--- src/rtl/circuit2_driver.sv ---
// Transaction front end for the circuit2 signed datapath: drives operand triples, captures x/z into an in-order result FIFO.
// Optional golden-model checking with a sticky mismatch flag is enabled by defining CIRCUIT2_DRV_CHECK_EN.
module circuit2_driver #(
    parameter int unsigned WIDTH = 32,
    parameter int unsigned DEPTH = 4
) (
    input  logic             clk,
    input  logic             rst,
    input  logic             in_valid,
    output logic             in_ready,
    input  logic [WIDTH-1:0] in_a,
    input  logic [WIDTH-1:0] in_b,
    input  logic [WIDTH-1:0] in_c,
    output logic [WIDTH-1:0] dp_a,
    output logic [WIDTH-1:0] dp_b,
    output logic [WIDTH-1:0] dp_c,
    input  logic [WIDTH-1:0] dp_x,
    input  logic [WIDTH-1:0] dp_z,
    output logic             out_valid,
    input  logic             out_ready,
    output logic [WIDTH-1:0] out_x,
    output logic [WIDTH-1:0] out_z,
    output logic             busy
`ifdef CIRCUIT2_DRV_CHECK_EN
    ,
    output logic             mismatch
`endif
);

    localparam int unsigned AW = (DEPTH > 1) ? $clog2(DEPTH) : 1;
    localparam int unsigned CW = $clog2(DEPTH) + 1;

    typedef enum logic [1:0] {IDLE, DRIVE, CAPTURE} state_t;

    state_t           state;
    state_t           state_nxt;
    logic [AW-1:0]    wr_ptr;
    logic [AW-1:0]    rd_ptr;
    logic [AW-1:0]    rd_ptr_nxt;
    logic [CW-1:0]    count;
    logic [CW-1:0]    count_nxt;
    logic [WIDTH-1:0] mem_x [DEPTH];
    logic [WIDTH-1:0] mem_z [DEPTH];
    logic [WIDTH-1:0] head_x_nxt;
    logic [WIDTH-1:0] head_z_nxt;
    logic             accept;
    logic             push;
    logic             pop;

    // Handshakes, FIFO bookkeeping and the next head value for the registered outputs
    always_comb begin
        accept     = (state == IDLE) && in_valid && in_ready;
        push       = (state == CAPTURE);
        pop        = out_valid && out_ready;
        count_nxt  = count + CW'(push) - CW'(pop);
        rd_ptr_nxt = pop ? rd_ptr + AW'(1) : rd_ptr;
        state_nxt  = state;
        case (state)
            IDLE:    if (accept) state_nxt = DRIVE;
            DRIVE:   state_nxt = CAPTURE;
            CAPTURE: state_nxt = IDLE;
            default: state_nxt = IDLE;
        endcase
        head_x_nxt = mem_x[rd_ptr_nxt];
        head_z_nxt = mem_z[rd_ptr_nxt];
        // The entry being pushed becomes the head when nothing older remains
        if (push && (count == CW'(pop))) begin
            head_x_nxt = dp_x;
            head_z_nxt = dp_z;
        end
    end

    always_ff @(posedge clk or negedge rst) begin
        if (!rst) begin
            state     <= IDLE;
            wr_ptr    <= '0;
            rd_ptr    <= '0;
            count     <= '0;
            dp_a      <= '0;
            dp_b      <= '0;
            dp_c      <= '0;
            in_ready  <= 1'b1;
            out_valid <= 1'b0;
            out_x     <= '0;
            out_z     <= '0;
            busy      <= 1'b0;
        end else begin
            state     <= state_nxt;
            rd_ptr    <= rd_ptr_nxt;
            count     <= count_nxt;
            if (push) wr_ptr <= wr_ptr + AW'(1);
            if (accept) begin
                dp_a <= in_a;
                dp_b <= in_b;
                dp_c <= in_c;
            end
            in_ready  <= (state_nxt == IDLE) && (count_nxt < CW'(DEPTH));
            out_valid <= (count_nxt != '0);
            out_x     <= head_x_nxt;
            out_z     <= head_z_nxt;
            busy      <= (state_nxt != IDLE);
        end
    end

    // Result storage needs no reset; count and pointers define validity
    always_ff @(posedge clk) begin
        if (push) begin
            mem_x[wr_ptr] <= dp_x;
            mem_z[wr_ptr] <= dp_z;
        end
    end

`ifdef CIRCUIT2_DRV_CHECK_EN
    logic signed [WIDTH-1:0] ga, gb, gc, gd, ge, gf, gg, gh, gx, gz;
    logic                    glt, geq;

    // Reference circuit2 evaluated on the operands currently held on dp_a/b/c
    always_comb begin
        ga  = $signed(dp_a);
        gb  = $signed(dp_b);
        gc  = $signed(dp_c);
        gd  = ga + gb;
        ge  = ga + gc;
        gf  = ga - gb;
        glt = (gd < ge);
        geq = (gd == ge);
        gg  = glt ? gd : ge;
        gh  = geq ? gg : gf;
        gx  = glt ? (gg << 1) : gg;
        gz  = geq ? (gh >>> 1) : gh;
    end

    always_ff @(posedge clk or negedge rst) begin
        if (!rst) begin
            mismatch <= 1'b0;
        end else if (push && ((dp_x != $unsigned(gx)) || (dp_z != $unsigned(gz)))) begin
            mismatch <= 1'b1;
        end
    end
`endif

endmodule

--- config.mk ---
export PLATFORM = sky130hd
export DESIGN_NAME = circuit2_driver
export DESIGN_NICKNAME = d
export VERILOG_FILES = /design/src/rtl/circuit2_driver.sv
export SDC_FILE = /design/constraint.sdc
export NUM_CORES = 1
export LEC_CHECK = 0
export CAP_MARGIN = 10
export CORE_MARGIN = 5
export CORE_UTILIZATION = 49
export CTS_BUF_LIST = sky130_fd_sc_hd__clkbuf_2
export DETAILED_ROUTE_END_ITERATION = 6
export PLACE_DENSITY = 0.77
export SLEW_MARGIN = 20
export SYNTH_ARGS = -nofsm -noshare
export SYNTH_HDL_FRONTEND = slang
export SYNTH_SLANG_ARGS = --single-unit
--- constraint.sdc ---
create_clock -name clk -period 2.7 [get_ports clk]
set_clock_uncertainty 0.15 [all_clocks]
set_input_delay 0.54 -clock clk [delete_from_list [all_inputs] [get_ports clk]]
set_output_delay 0.54 -clock clk [all_outputs]
set_load 0.01 [all_outputs]
==> key figures <==
Finish
  • Nets: 1887
  • Design area: 24800 um2
  • Final Non-Filler Cells: 2267
  • Layout cells sized above 1: 17.0%
  • Synthesis-to-layout area growth: 35.5%

Worst setup path
  • Critical Path Fanout Max: 1
  • Critical path depth in cells: 1
  • Critical path's slowest cell: clkdlybuf4s50_1
  • WP data required: 2010 ps
  • Worst Setup End Kind: output pin
  • Kind of critical path: register to output pin
  • CP Launch Type: register
  • Slowest stage delay, CP: 540 ps
  • Flop-to-flop setup slack: 160 ps
  • Top delay family on crit path: buffers and inverters
  • WP buf/inv: 1
  • CP cell instances: clkdlybuf4s50_1
  • R2R depth: 8
  • Worst EP arrival: 1880 ps

Global routing
  • Gr usage total: 25.3%
  • Initial antenna violation count: 3
  • Global-route wire length before repair: 80000 um
  • Largest net degree at the start of global routing: 73
  • Vias in the first global route: 14000
  • Total grt overflow: 0

Clock tree
  • Post-CTS Setup Repair Bufs: 0
  • Num Clock Sinks: 428
  • Clock Root Buffer: clkbuf_2
  • CTS tree: done
  • Clock buffer count from CTS: 105
  • Clock slew at reported path FFs: 90 ps
  • Clk buf depth: 3
  • H-tree depth: 3
  • Skew-Pair Late Insertion Delay: 990 ps

Synthesis
  • Main synth FF type: edfxtp_1
  • Cell area after synthesis: 18300 um2
  • Synthesis Warnings: 0
  • Number of synthesized flops with an enable pin: 256
  • Gate Count Post-Synth: 1164
  • Syn_area_per_cell: 15.7 um2
  • Async SR Flop Fraction: 40.2%
  • Post-synth cell types: 33
  • Syn Nets: 1334
  • Synth Register Bits: 428
  • Sequential element share of the synthesized area: 65.7%

Floorplanning
  • Top Ports: 327
  • Total die area: 41200 um2
  • Die Span Y: 203 um
  • Core Rows: 70
  • Die W: 203 um
  • Core outline area: 36700 um2
  • Starting Density: 49.8%

Routing
  • Initial drt markers: 660
  • DR DRC count: 0
  • Router iterations before antenna repair: 5
  • Drt wl/cell: 23.7 um
  • Via count: 12900
  • Post-route ant nets: 0
  • Final wirelength: 53700 um
  • Via-to-Cell Ratio: 5.69

STA
  • Final setup margin: 134 ps
  • Hold Fails Final Rpt: 0
  • Tmin final: 2570 ps
  • Total negative setup slack: 0 ps
  • Setup violations, final: 0
  • Fin crit share: 95.0%
  • Final Max Slew Viols: 0
  • Least-Margin Pin Slew: 848 ps
  • Slew headroom: 43.5%
  • RSZ-0062 raised after global routing: false
  • FMAX: 390 MHz

Power
  • Power per cell area: 918 nW/um2
  • P_leak: 10.4 nW
  • Peak supply drop: 583 uV

Placed design
  • DP Area: 22300 um2
  • Pre-CTS setup slack: -161 ps
  • GP Congestion: 0.769
  • # port buffers: 326
  • Placed cells: 1923
  • DP Wirelength: 32200 um

Flow run
  • Max Cap Viol: 0

Worst hold path
  • Worst hold stages: 2
  • Min-delay worst type: input port to register

Outcome
  • Status: finished clean
-- metal layers --
metal	GRT usage, %	wire [um]	vias to the layer above
li1	-	-	5728
met1	29.0	19900	6443
met2	45.0	27600	604
met3	6.31	4390	117
met4	11.0	1730	2
met5	0	13	-
-- cells in the mapped netlist, types with 2 or more instances --
library cell	count	area share (%)
a211oi_1	4	0.16
a31oi_1	63	2.2
and2_1	5	0.17
and3_1	4	0.14
buf_2	16	0.44
buf_4	23	0.95
buf_6	7	0.43
clkbuf_1	39	0.80
dfrtp_1	171	23
edfxtp_1	256	42
ha_1	5	0.34
inv_1	3	0.062
mux2_1	26	1.6
mux2_2	70	4.3
mux2i_1	252	14
nand2_1	6	0.12
nand2b_1	3	0.10
nor2_1	2	0.041
nor2b_1	2	0.068
nor3_1	63	1.7
o22a_1	126	6.0
or2_1	3	0.10
xnor2_1	5	0.24
-- flip-flops by register name, indices dropped and copies added, names as in the netlist --
| register | flops |
|---|---|
| dp_a | 32 |
| out_valid | 1 |
| busy | 1 |
| in_ready | 1 |
| mem_z | 128 |
| count | 3 |
| state | 2 |
| mem_x | 128 |
| rd_ptr | 2 |
| wr_ptr | 2 |
| out_x | 32 |
| out_z | 32 |
| dp_c | 32 |
| dp_b | 32 |
-- stage by stage --
step | power, mW | utilization [%] | hold WS (ps)
final | 22.7 | 67.4 | 127
after global routing | 23.9 | 67.4 | 13.1
after CTS | 22.8 | 67.2 | 3.45
after detailed placement | 19.2 | 60.8 | 324
after global placement | 18.9 | 60.8 | 316
after floorplan | 14.3 | - | 94.4
-- cell usage in the layout (no fill, tap or decap), types with 2 or more instances in the layout --
master,instances
xnor2_1,5
clkdlybuf4s50_1,169
a31oi_1,63
inv_1,3
a211oi_1,4
or2_2,2
clkinv_1,20
buf_12,20
diode_2,2
buf_4,30
and3_1,4
o22a_1,126
dfrtp_1,171
clkinv_2,2
dlygate4sd2_1,119
ha_1,5
mux2i_1,252
clkbuf_2,163
mux2_1,26
nor3_1,63
dlygate4sd3_1,154
nand2_1,5
and2_4,5
nor2b_1,2
nor2_1,2
mux2_2,70
edfxtp_1,256
dlymetal6s2s_1,36
-- area by class of cell --
class	count	area [um2]
diodes	2	5.00
clock buffers	163	816
clock inverters	24	96.3
fillers	2486	11900
inverters	3	11.3
multi-input cells	648	5840
flip-flops and latches	428	12000
well taps	468	586
repair buffers	531	5400
-- final timing paths --
kind                              to       from
hold reg to reg              dp_c[1]    dp_c[1]
hold / removal              dp_c[23]   in_c[23]
setup / recovery           out_z[30]  out_z[30]
max in group asynchronous   in_ready        rst
min in group asynchronous  out_x[23]        rst
setup reg to reg           out_valid   state[1]
-- cell families after synthesis --
kind of cell | count (synthesis) | share of synthesized area (%)
AOI/OAI and AO/OA | 194 | 8.39
xor gates and xnor gates | 6 | 0.329
adders and majority gates | 6 | 0.452
buffers and inverters | 88 | 2.68
DFF | 428 | 65.7
muxes | 349 | 19.8
and+or+nand+nor | 93 | 2.69
-- power breakdown --
group          switching (mW)  total (mW)  internal (mW)
registers               0.854        9.51           8.66
clock network            2.54        4.12           1.58
logic                    4.74        9.10           4.36
total                    8.13        22.7           14.6
-- what timing repair did --
action / in CTS / in global routing
hold buffers: 155 / 0
endpoints found under the hold margin: 500 / 0
setup endpoints to repair: 120 / 36
gates resized for setup: 122 / 36
(Power assumes the default switching activity.)
